`src/rtl/fp_pkg.sv`:
```
// Shared floating-point types: operand formats, rounding modes, unrounded results
// and the divide/sqrt arbiter state encoding.
package fp_pkg;

  typedef enum logic [1:0] {
    FP32 = 2'd0,
    FP64 = 2'd1,
    FP16 = 2'd2,
    BF16 = 2'd3
  } fp_format_e;

  typedef enum logic [2:0] {
    RNE = 3'd0,
    RTZ = 3'd1,
    RDN = 3'd2,
    RUP = 3'd3,
    RMM = 3'd4
  } roundmode_e;

  typedef enum logic {
    DIV  = 1'b0,
    SQRT = 1'b1
  } divsqrt_op_e;

  typedef enum logic [1:0] {
    ARB_IDLE  = 2'd0,
    ARB_ISSUE = 2'd1,
    ARB_WAIT  = 2'd2,
    ARB_RESP  = 2'd3
  } arb_state_e;

  // Wide enough to carry an FP64 mantissa plus guard/sticky before rounding.
  typedef struct packed {
    logic               sign;
    logic signed [12:0] exponent;
    logic [53:0]        mantissa;
    logic               guard;
    logic               sticky;
  } uround_res_t;

  function automatic int fp_width(input fp_format_e fmt);
    case (fmt)
      FP64:    return 64;
      FP16:    return 16;
      BF16:    return 16;
      default: return 32;
    endcase
  endfunction

endpackage

```
`src/rtl/fp_divsqrt_arb.sv`:
```
// Two-requester arbiter in front of one shared iterative divide/sqrt unit; FP_ARB_RR_EN selects round-robin grant.
// Latency: accept at cycle 0, unit start at cycle 1, response one cycle after the unit's done pulse.
// Backpressure: a single transaction in flight; no request is accepted until the response handshakes.
module fp_divsqrt_arb
  import fp_pkg::*;
#(
  parameter fp_format_e FP_FORMAT = FP32,
  localparam int FP_WIDTH = fp_width(FP_FORMAT)
) (
  input  logic                     clk_i,
  input  logic                     reset_i,
  input  logic [1:0]               req_valid_i,
  output logic [1:0]               req_ready_o,
  input  logic [1:0]               req_op_i,
  input  logic [1:0][FP_WIDTH-1:0] req_a_i,
  input  logic [1:0][FP_WIDTH-1:0] req_b_i,
  input  roundmode_e [1:0]         req_rnd_i,
  output logic                     unit_start_o,
  output logic                     unit_op_o,
  output logic [FP_WIDTH-1:0]      unit_a_o,
  output logic [FP_WIDTH-1:0]      unit_b_o,
  output roundmode_e               unit_rnd_o,
  input  logic                     unit_done_i,
  input  uround_res_t              unit_result_i,
  input  logic                     unit_dz_i,
  output logic                     rsp_valid_o,
  input  logic                     rsp_ready_i,
  output logic                     rsp_id_o,
  output uround_res_t              rsp_result_o,
  output logic                     rsp_dz_o,
  output logic                     busy_o
);

  arb_state_e state_q;
  logic       any_req;
  logic       accept;
  logic       grant_id;

  assign any_req     = |req_valid_i;
  assign accept      = (state_q == ARB_IDLE) && any_req && !reset_i;
  assign req_ready_o = accept ? (grant_id ? 2'b10 : 2'b01) : 2'b00;

`ifdef FP_ARB_RR_EN
  logic last_id_q;

  // On a tie the requester that did not win last time is served.
  always_comb begin
    grant_id = ~req_valid_i[0];
    if (req_valid_i == 2'b11) grant_id = ~last_id_q;
  end

  always_ff @(posedge clk_i or posedge reset_i) begin
    if (reset_i) begin
      last_id_q <= 1'b1;
    end else if (accept) begin
      last_id_q <= grant_id;
    end
  end
`else
  assign grant_id = ~req_valid_i[0];
`endif

  always_ff @(posedge clk_i or posedge reset_i) begin
    if (reset_i) begin
      state_q      <= ARB_IDLE;
      unit_start_o <= 1'b0;
      unit_op_o    <= 1'b0;
      unit_a_o     <= '0;
      unit_b_o     <= '0;
      unit_rnd_o   <= RNE;
      rsp_valid_o  <= 1'b0;
      rsp_id_o     <= 1'b0;
      rsp_result_o <= '0;
      rsp_dz_o     <= 1'b0;
      busy_o       <= 1'b0;
    end else begin
      case (state_q)
        ARB_IDLE: begin
          if (accept) begin
            unit_op_o    <= req_op_i[grant_id];
            unit_a_o     <= req_a_i[grant_id];
            unit_b_o     <= req_b_i[grant_id];
            unit_rnd_o   <= req_rnd_i[grant_id];
            rsp_id_o     <= grant_id;
            unit_start_o <= 1'b1;
            busy_o       <= 1'b1;
            state_q      <= ARB_ISSUE;
          end
        end
        ARB_ISSUE: begin
          unit_start_o <= 1'b0;
          state_q      <= ARB_WAIT;
        end
        ARB_WAIT: begin
          // Unit operands stay frozen here; a done pulse in any other state is stale.
          if (unit_done_i) begin
            rsp_result_o <= unit_result_i;
            rsp_dz_o     <= unit_dz_i;
            rsp_valid_o  <= 1'b1;
            state_q      <= ARB_RESP;
          end
        end
        ARB_RESP: begin
          if (rsp_ready_i) begin
            rsp_valid_o <= 1'b0;
            busy_o      <= 1'b0;
            state_q     <= ARB_IDLE;
          end
        end
        default: state_q <= ARB_IDLE;
      endcase
    end
  end

endmodule

```
`config.mk`:
```
export PLATFORM = sky130hd
export DESIGN_NAME = fp_divsqrt_arb
export DESIGN_NICKNAME = d
export VERILOG_FILES = /design/src/rtl/fp_pkg.sv /design/src/rtl/fp_divsqrt_arb.sv
export SDC_FILE = /design/constraint.sdc
export NUM_CORES = 1
export LEC_CHECK = 0
export ABC_AREA = 0
export CAP_MARGIN = 20
export CORE_AREA = 2 2 138 140
export CTS_CLUSTER_SIZE = 20
export DETAILED_ROUTE_END_ITERATION = 12
export DIE_AREA = 0 0 140 142
export PLACE_DENSITY = 0.68
export SLEW_MARGIN = 15
export SYNTH_ARGS = -nofsm -noshare
export SYNTH_HDL_FRONTEND = slang
export SYNTH_SLANG_ARGS = --single-unit
```
`constraint.sdc`:
```
create_clock -name clk_i -period 11.6 [get_ports clk_i]
set_input_delay 1.16 -clock clk_i [delete_from_list [all_inputs] [get_ports clk_i]]
set_output_delay 1.16 -clock clk_i [all_outputs]
set_load 0.03 [all_outputs]
```
==> reports/summary.md <==
The run finished, with violations left. The final reports fail on design-rule violations. Traced cell by cell, the critical path runs through clkdlybuf4s50_1 > inv_6 > and3_2 > buf_4 > clkdlybuf4s50_1. The routed length per placed instance was 19.17 um. Post-CTS repair changed the size of 0 cells. The initialized floorplan defines 50 standard-cell rows. The area growth from synthesis to layout works out to 71.82%. Prior to clock tree synthesis, the placed netlist has a worst setup slack of 6476 ps. The slowest stage of the critical path belongs to the cell clkdlybuf4s50_1.

The critical path contains buffers and inverters numbering 4 combined. For the number of vias after detailed routing, the log shows 5,062. In this run the static leakage power is 0.004182 uW. Of all nets on the critical path, the largest fanout is 76. For the count of distinct cell types in the synthesized netlist, the log shows 23. The wire-length estimate of the detail-placed layout is 14,290 um.

For this run, the detailed router's first-pass iteration total came to 9. For the worst setup path, the data required time is 10,440 ps. The die width came out at 140 um. The global-route congestion overflow total is 0, and the count of flip-flops with a built-in enable after synthesis is 0. The worst register-to-register path has a depth of 7. The first-pass GRT wire length was 29,520 um; the number of routed nets with antenna violations was 0. For the number of warning messages in the yosys log, the log shows 0.

Among all flip-flop cells after synthesis, the most frequent one is dfrtp_1. The number of CTS-inserted buffers is 17. The tools report the clock root buffer as clkbuf_16. Excluding fillers, the count of instances in the completed layout stands at 1,012. Type of the tightest min-delay check: flip-flop to flip-flop. When the netlist entered floorplanning its net count stood at 639.

The cell family contributing the most delay on the critical path was buffers and inverters. Synthesis inferred 145 register bits. A synthesized cell averages 14.33 sq um. The number of nets in the layout is 983, and the clock transition time at the flip-flop clock pins of the worst setup and hold paths is 60 ps. In this run, placement finished with an instance count of 980. The buffer count from post-CTS setup fixing is 0, and the share of the synthesized area in the top cell type is 60.14%.

The die is 142 um tall. IR analysis of the VDD net gives a maximum drop of 0.1448 mV. The logs give 0 for the post-cts hold buffer count and 23 for the number of remaining DRC errors. Once routing completed, OpenROAD measured the worst setup slack at 6544 ps. The average via count per standard cell was 5.002. In the post-synthesis netlist, the cell with the most instances is dfrtp_1. Once the floorplan was initialized, standard cells occupied 32.69% of the core. For this run, the top clock speed supported by timing is 0.1978 GHz. By startpoint and endpoint, the worst setup path is classified as primary input to output port. For this design the ratio of total power to cell area is 290.3 nW/um^2. The tools report the number of antenna violations at the first check in global routing as 0. The worst-skew pair later-pin latency is 410 ps. The slew at the pin with the worst max-slew slack came out at 898.6 ps. The fraction of layout cells with a size suffix above 1 was 14.78%. Buffers placed on the I/O ports in this run total 357. The tools report the max-slew violation count as 0. The run gives 4 as the H-tree depth. By area the synthesized netlist is led by dfrtp_1, mux2_2, a221o_1, nor3b_1, buf_2. The clock drives 145 sinks. The post-synthesis async set-or-reset flop share was 100.0%. The commonest cells after synthesis are dfrtp_1, mux2_2, a221o_1, nor3b_1, buf_2. In this run the tightest slew margin relative to its limit is 40.09%. The number of DRC violations after detailed-routing iteration 0 was 253; the clock period minus worst slack was 5056 ps. The worst hold path cell count was 1; the critical path arrival was 3900 ps. The congestion estimate from routability-driven global placement came to 0.8565. The worst setup path is launched from a primary input.

No sink is reached through more buffers than the 2 on the longest clock path. Setup violations remaining at the end of the flow were counted as 0. The number of I/O pins was 358. Clock skew on the completed layout was measured at 7.380 ps. Entering global routing, the biggest net connects 87 pins. Setup repair after global routing left no endpoint under its margin. The number of global-route vias before repair came out at 5,378. Summing every instance area after synthesis gives 6033 sq um.

Utilization of the core after routing: 56.17%. The worst setup path is captured at an output port. The highest cell delay on the worst timing path was 800 ps. The total area inside the core boundary comes to 18,460 sq um. The final worst-path cycle share is 43.58%, and the number of max-capacitance violations reported is 0. For the final routed database, the setup TNS stands at 0 ps. Sequential elements use 60.14% of the synthesized area. Among the stages of the critical path, the cell type that occurs most often is clkdlybuf4s50_1. The biggest area contributor in the post-synthesis netlist is dfrtp_1. Power comes to 3009 uW. The floorplan step defined a die boundary enclosing 19,880 sq um. The repair_antennas step left the layout with diodes totalling 0. The logic depth of the worst path, buffers included was 5; the synthesized netlist cell count was 421.

Final-report hold violation count: 0. Global routing used 19.30% of the available tracks across all layers. Counting the fill cells in the layout gives 1,517. TritonCTS built the clock tree.

Wires add up to 19,400 um.
[power by group]
part | internal (uW) | switching, uW
clock | 347 | 218
sequential | 758 | 141
combinational | 722 | 822
[cell families after synthesis]
kind of cell,Yosys count,share of synthesized area (%)
flip-flops,145,60.14
adder cells (fa/ha/maj),5,1.037
multiplexers,73,13.60
AO/OA/AOI/OAI,77,12.34
buffers and inverters,44,3.795
AND/OR/NAND/NOR,77,9.083
[through the flow]
stage	hold slack, ps	cell area (sq um)
5_1_grt	498.7	10370
3_5_place_dp	469.8	9751
3_3_place_gp	463.5	9751
2_1_floorplan	532.7	6033
6_report	480.7	10370
4_1_cts	483.1	10370
[path summary, 6_finish.rpt]
| path | from | end | slack, ps |
|---|---|---|---|
| max | reset_i | req_ready_o[0] | 6540 |
| min | rsp_id_o | rsp_id_o | 480 |
| max reg2reg | state_q[0] | unit_b_o[18] | 8860 |
| min reg2reg | rsp_id_o | rsp_id_o | 480 |
| max in group asynchronous | reset_i | state_q[0] | 8940 |
| min in group asynchronous | reset_i | unit_a_o[10] | 1260 |
[worst register-to-register path: cells and delay by family, from the launching register on]
kind            cells  cell delay (ps)
buf+inv             3             1290
fa+ha+maj           1              330
simple gates        1              210
compound gates      2              420
flops               1              380
[state kept, by name, summed over array words and instances (netlist names)]
register	cells
rsp_result_o	70
unit_a_o	32
unit_b_o	32
unit_rnd_o	3
state_q	2
busy_o	1
rsp_dz_o	1
rsp_id_o	1
rsp_valid_o	1
unit_op_o	1
unit_start_o	1
[placed cells by master (no fill, tap or decap), drive strengths merged]
cell type      synthesis  final
clkinvlp               0      2
a21o                   1      1
o21ai                  3      3
buf                   28      7
nor3b                 68     68
ha                     5      5
bufinv                 0      3
nand3                  1      1
a21oi                  1      1
o221ai                 1      1
mux2i                  1      1
clkdlybuf4s50          0    356
and3                   1      1
inv                    6     11
a221o                 68     68
nand2                  4      4
dfrtp                145    145
o211ai                 2      2
mux2                  72     72
clkinv                 0      4
clkbuf                10     18
a22oi                  1      1
nor2                   3      3
[layout make-up]
cell class,instances,area [sq um],area share [%]
timing repair buffer,363,3613,34.86
inverter,6,27.53,0.2655
sequential,145,3628,35.00
multi-input combinational,232,2188,21.11
tap,234,292.8,2.824
clock inverter,14,176.4,1.702
clock buffer,18,439.2,4.237
[metal layers]
layer | wire [um] | GRT usage (%)
met1 | 7438 | 22.38
met2 | 9904 | 33.21
met3 | 1567 | 6.124
met4 | 490 | 8.134
met5 | 0 | 0
(Power assumes the default switching activity.)
